`src/rtl/lock_ctrl.sv`:
```
// Combination-lock sequencer: BCD digit entry, failed-attempt tracking, code reprogramming, HEX message select.
// Define LOCK_LOCKOUT_EN to build the timed LOCKOUT state entered after MAX_FAIL consecutive failures.
module lock_ctrl #(
   parameter int DIGITS      = 6,
   parameter int MAX_FAIL    = 3,
   parameter int LOCKOUT_CYC = 16
) (
   input  logic       clk,
   input  logic       reset,
   input  logic [3:0] digit,
   input  logic       enter,
   input  logic       relock,
   input  logic       prog,
   output logic [1:0] disp_mode,
   output logic [3:0] disp_digit,
   output logic       unlocked,
   output logic [1:0] fail_cnt,
   output logic       locked_out,
   output logic [2:0] pos
);

   localparam logic [2:0] S_CLOSED  = 3'd0;
   localparam logic [2:0] S_ENTRY   = 3'd1;
   localparam logic [2:0] S_OPEN    = 3'd2;
   localparam logic [2:0] S_PROG    = 3'd3;
   localparam logic [2:0] S_ERROR   = 3'd4;
`ifdef LOCK_LOCKOUT_EN
   localparam logic [2:0] S_LOCKOUT = 3'd5;
`endif

   localparam logic [2:0]  LAST_POS   = 3'(DIGITS - 1);
   localparam logic [1:0]  FAIL_MAX   = 2'(MAX_FAIL);
   // Factory combination 3,0,5,4,6,4 with position 0 in the low nibble.
   localparam logic [23:0] RESET_CODE = 24'h464503;

   // An out-of-range parameter set elaborates this marker block.
   if (DIGITS < 2 || DIGITS > 8 || MAX_FAIL < 1 || MAX_FAIL > 3 || LOCKOUT_CYC < 1) begin : g_illegal_params
   end

   logic [2:0] state;
   logic       mismatch;
   logic       prog_seen;
   logic [3:0] code   [DIGITS];
   logic [3:0] shadow [DIGITS];

   logic       digit_bad;
   logic       attempt_miss;
   logic [1:0] fail_bumped;

   // NOTE: always_comb uses blocking assignments and sets every output on every path, so no latch is inferred.
   always_comb begin
      digit_bad    = digit > 4'd9;
      attempt_miss = mismatch | digit_bad | (digit != code[pos]);
      fail_bumped  = (fail_cnt == FAIL_MAX) ? fail_cnt : fail_cnt + 2'd1;
   end

`ifdef LOCK_LOCKOUT_EN
   localparam int CNT_W = (LOCKOUT_CYC > 1) ? $clog2(LOCKOUT_CYC) : 1;
   logic [CNT_W-1:0] lock_cnt;

   // Preloaded while outside LOCKOUT so the state lasts exactly LOCKOUT_CYC cycles.
   always_ff @(posedge clk or posedge reset) begin
      if (reset)
         lock_cnt <= '0;
      else if (state != S_LOCKOUT)
         lock_cnt <= CNT_W'(LOCKOUT_CYC - 1);
      else if (lock_cnt != '0)
         lock_cnt <= lock_cnt - 1'b1;
   end
`endif

   // NOTE: sequential state uses non-blocking assignments so every register samples pre-edge values.
   always_ff @(posedge clk or posedge reset) begin
      if (reset) begin
         state      <= S_CLOSED;
         pos        <= '0;
         mismatch   <= 1'b0;
         prog_seen  <= 1'b0;
         fail_cnt   <= '0;
         disp_digit <= '0;
         // NOTE: the code array is reset deliberately (factory combination); the shadow array is not.
         for (int i = 0; i < DIGITS; i++)
            code[i] <= RESET_CODE[4*(i % 6) +: 4];
      end else begin
         case (state)
            S_CLOSED, S_ENTRY: if (enter) begin
               disp_digit <= digit;
               if (pos == LAST_POS) begin
                  pos      <= '0;
                  mismatch <= 1'b0;
                  if (!attempt_miss) begin
                     state    <= S_OPEN;
                     fail_cnt <= '0;
                  end else begin
                     fail_cnt <= fail_bumped;
`ifdef LOCK_LOCKOUT_EN
                     state    <= (fail_bumped == FAIL_MAX) ? S_LOCKOUT : S_ERROR;
`else
                     state    <= S_ERROR;
`endif
                  end
               end else begin
                  pos      <= pos + 3'd1;
                  mismatch <= attempt_miss;
                  state    <= S_ENTRY;
               end
            end
            S_ERROR: if (enter) state <= S_CLOSED;
            S_OPEN: begin
               if (relock)
                  state <= S_CLOSED;
               else if (prog) begin
                  state     <= S_PROG;
                  pos       <= '0;
                  prog_seen <= 1'b0;
               end
            end
            S_PROG: begin
               if (relock) begin
                  state <= S_CLOSED;
                  pos   <= '0;
               end else if (enter && !digit_bad) begin
                  disp_digit <= digit;
                  prog_seen  <= 1'b1;
                  if (pos == LAST_POS) begin
                     for (int i = 0; i < DIGITS - 1; i++)
                        code[i] <= shadow[i];
                     code[DIGITS-1] <= digit;
                     pos            <= '0;
                     state          <= S_OPEN;
                  end else begin
                     pos <= pos + 3'd1;
                  end
               end
            end
`ifdef LOCK_LOCKOUT_EN
            S_LOCKOUT: if (lock_cnt == '0) begin
               state    <= S_CLOSED;
               fail_cnt <= '0;
            end
`endif
            default: state <= S_CLOSED;
         endcase
      end
   end

   always_ff @(posedge clk) begin
      if (state == S_PROG && !relock && enter && !digit_bad)
         shadow[pos] <= digit;
   end

   always_comb begin
      case (state)
         S_CLOSED: disp_mode = 2'b10;
         S_ENTRY:  disp_mode = 2'b00;
         S_OPEN:   disp_mode = 2'b01;
         S_PROG:   disp_mode = prog_seen ? 2'b00 : 2'b01;
         default:  disp_mode = 2'b11;
      endcase
   end

   assign unlocked = (state == S_OPEN) || (state == S_PROG);
`ifdef LOCK_LOCKOUT_EN
   assign locked_out = (state == S_LOCKOUT);
`else
   assign locked_out = 1'b0;
`endif

endmodule

```
`config.mk`:
```
export PLATFORM = sky130hd
export DESIGN_NAME = lock_ctrl
export DESIGN_NICKNAME = d
export VERILOG_FILES = /design/src/rtl/lock_ctrl.sv
export SDC_FILE = /design/constraint.sdc
export NUM_CORES = 1
export LEC_CHECK = 0
export ABC_AREA = 0
export BUFFER_PORTS_ARGS = -buffer_cell sky130_fd_sc_hd__buf_2
export CAP_MARGIN = 20
export CELL_PAD_IN_SITES_DETAIL_PLACEMENT = 1
export CELL_PAD_IN_SITES_GLOBAL_PLACEMENT = 2
export CORE_ASPECT_RATIO = 1.5
export CORE_UTILIZATION = 39
export DETAILED_ROUTE_END_ITERATION = 6
export PLACE_DENSITY = 0.76
export SLEW_MARGIN = 20
export SYNTH_ARGS = -nofsm -noshare
export SYNTH_HDL_FRONTEND = slang
export SYNTH_SLANG_ARGS = --single-unit
```
`constraint.sdc`:
```
create_clock -name clk -period 6.25 [get_ports clk]
set_input_delay 1.25 -clock clk [delete_from_list [all_inputs] [get_ports clk]]
set_output_delay 1.25 -clock clk [all_outputs]
set_load 0.02 [all_outputs]
```
==> flow_summary.toml <==
[status]
outcome = "complete, no violations"

[timing]
hold_ws_ps = 479.3
finalSetupTns_ps = 0
finalMaxSlewViolations = 0
worst_slew_margin_rel = 0.3816
fmaxAchievable_mhz = 326.6
final-setup-viol-count = 0
finalHoldViolCount = 0
fin_crit_ps = 3061
fin_skew_ps = 4.292
rsz0062_at_grt = "no"
setup_slack_ps = 3189
tightestPinTransition_ps = 927.6
period_share = 0.4898

[route]
m1WireLength_um = 2440
firstDrtPassIters = 4
antenna_left = 0
route.met2.wl_um = 3250
routed_wl_um = 5939
wl_per_cell_um = 19.93
via_per_inst = 5.651
drt_iter0_markers = 84
drc_errors = 0
dr.max_layer_used = "met4"
dr_wl_met3_um = 157
vias = 1684

[clock_tree]
cts_tree = "done"
htree_levels = 3
cts-root-buf = "clkbuf_8"
numCtsBuffers = 9
clk_latency_ps = 330
postCtsSetupRepairBufs = 0
postCtsHoldBufs = 0
cts.repair.resized = 0
cts.sinks = 58
clkTransAtPathRegs_ps = 60
cts_buffer_depth = 2

[logic_synthesis]
yosys_register_bits = 58
synth_edf_count = 20
synth.avg_cell_area_um2 = 13.02
ys_types = 46
synthCells = 198
yosysSeqAreaShare = 0.6055
async_reset_ff_frac = 0.6552
synth_top_area_cell = "dfrtp_1"
syn_area_um2 = 2579
synth_area_leaders = "dfrtp_1 29%, edfxtp_1 23%, mux2_2 11%, dfstp_2 8.2%, mux2_1 2.6%"
synth_flop_cell = "dfrtp_1"
synth_warnings = 0
syn-num-nets = 208
synth_top_area_share = 0.2911

[global_routing]
overflow = 0
antenna_found_initial = 0
grt_usage = 0.1945
grt_max_degree = 39
grt_pass1_vias = 1844
grt_first_pass_wirelength_um = 9446

[placement]
placed_area_um2 = 2746
io_buffers = 20
post-place-ws_ps = 2899
routabilityCongestion = 0.7256
dpl.hpwl_um = 4118
dp_cells = 282

[finish]
final_util = 0.4657
drive_above_1_share = 0.3393
n_antenna_cell = 0
final_cell_area_um2 = 2917
area_growth_pct = 13.10
final_nets = 229
fin_cells = 298

[die]
die_y_um = 101.6
die_x_um = 68.40
initial_core_util = 0.4118
die_area_um2 = 6948
coreArea_um2 = 6262
num_rows = 35
ios = 22

[critical_path]
worstSetupEndpointType = "register"
critical_path_arrival_ps = 3280
critical_path.startpoint = "relock"
path_class = "in -> reg"
reg2reg_from = "pos[2]$_DFFE_PP0P_"
worstPathRequired_ps = 6460
crit_fanout = 13
crit_path_start_kind = "input pin"

[hold_path]
min_path_type = "reg -> reg"
holdCritStartpoint = "shadow[3][1]$_DFFE_PP_"

[power]
p_total_mw = 0.9474
p_leak_nw = 1.226
ir_drop_uv = 126.9
power_density_nw_per_um2 = 324.8

[run]
drv_cap = 0
critical path: stages:
cell	delay, ps
buf_2	110
nor2_1	280
nand4_1	360
nor2_2	670
buf_8	240
mux2_2	350
cells in the mapped netlist (4+ instances only):
| library cell | n |
|---|---|
| clkbuf_1 | 4 |
| inv_1 | 8 |
| buf_2 | 6 |
| nor2_1 | 11 |
| mux2_2 | 26 |
| dfstp_2 | 8 |
| edfxtp_1 | 20 |
| o211ai_1 | 4 |
| nand2_1 | 11 |
| mux2_1 | 6 |
| a21oi_1 | 7 |
| dfrtp_1 | 30 |
| a31oi_1 | 5 |
kinds of logic after synthesis:
| logic type | synth area share |
|---|---|
| compound gates | 0.09607 |
| other cells | 0.001454 |
| flops | 0.6055 |
| xor+xnor | 0.006794 |
| simple gates | 0.09461 |
| buf+inv | 0.03348 |
| fa+ha+maj | 0.004851 |
| mux | 0.1572 |
registers in the layout, indices dropped and copies added (netlist names):
register    count
pos             3
prog_seen       1
code           24
disp_digit      4
state           3
shadow         20
fail_cnt        2
mismatch        1
placed cells by master, fill, tap and decap left out, types with 3 or more instances in the layout:
cell and count:
nand3_1 3, a31oi_1 5, nand2_1 11, o21ai_1 3
mux2i_1 3, nor4bb_1 3, buf_2 20, o211ai_1 4
edfxtp_1 20, dfrtp_1 30, clkbuf_1 3, mux2_2 26
clkinv_2 3, mux2_1 6, clkbuf_8 10, dfstp_2 8
nor3b_1 3, nor2_1 10, inv_1 8, a21oi_1 7
power breakdown:
| part | internal (mW) | total, mW | switching, mW |
|---|---|---|---|
| Sequential | 0.418 | 0.490 | 0.0719 |
| Combinational | 0.0632 | 0.159 | 0.0962 |
| Clock | 0.153 | 0.298 | 0.145 |
per-layer routing:
metal	vias up	GRT usage
met5	-	0
met4	0	0.07212
met3	8	0.05856
met2	25	0.3311
met1	877	0.2244
li1	774	-
path summary, 6_finish.rpt:
check | to | slack, ps | cells after the start
setup / recovery | code[18]$_DFFE_PP0P_ | 3190 | 6
hold / removal | code[9]$_DFFE_PP0P_ | 480 | 1
setup reg to reg | fail_cnt[0]$_DFFE_PP0P_ | 3190 | 7
hold reg to reg | code[9]$_DFFE_PP0P_ | 480 | 1
max in group asynchronous | code[5]$_DFFE_PP1P_ | 4830 | 3
min in group asynchronous | code[16]$_DFFE_PP0P_ | 1040 | 3
area by class of cell:
cell class,count,area [um2]
timing repair buffer,22,122.6
clock inverter,3,15.01
tap,74,92.59
inverter,8,30.03
multi-input combinational,120,945.9
fill,651,3346
sequential,58,1562
clock buffer,13,148.9
Power figures use the tool's default switching activity.
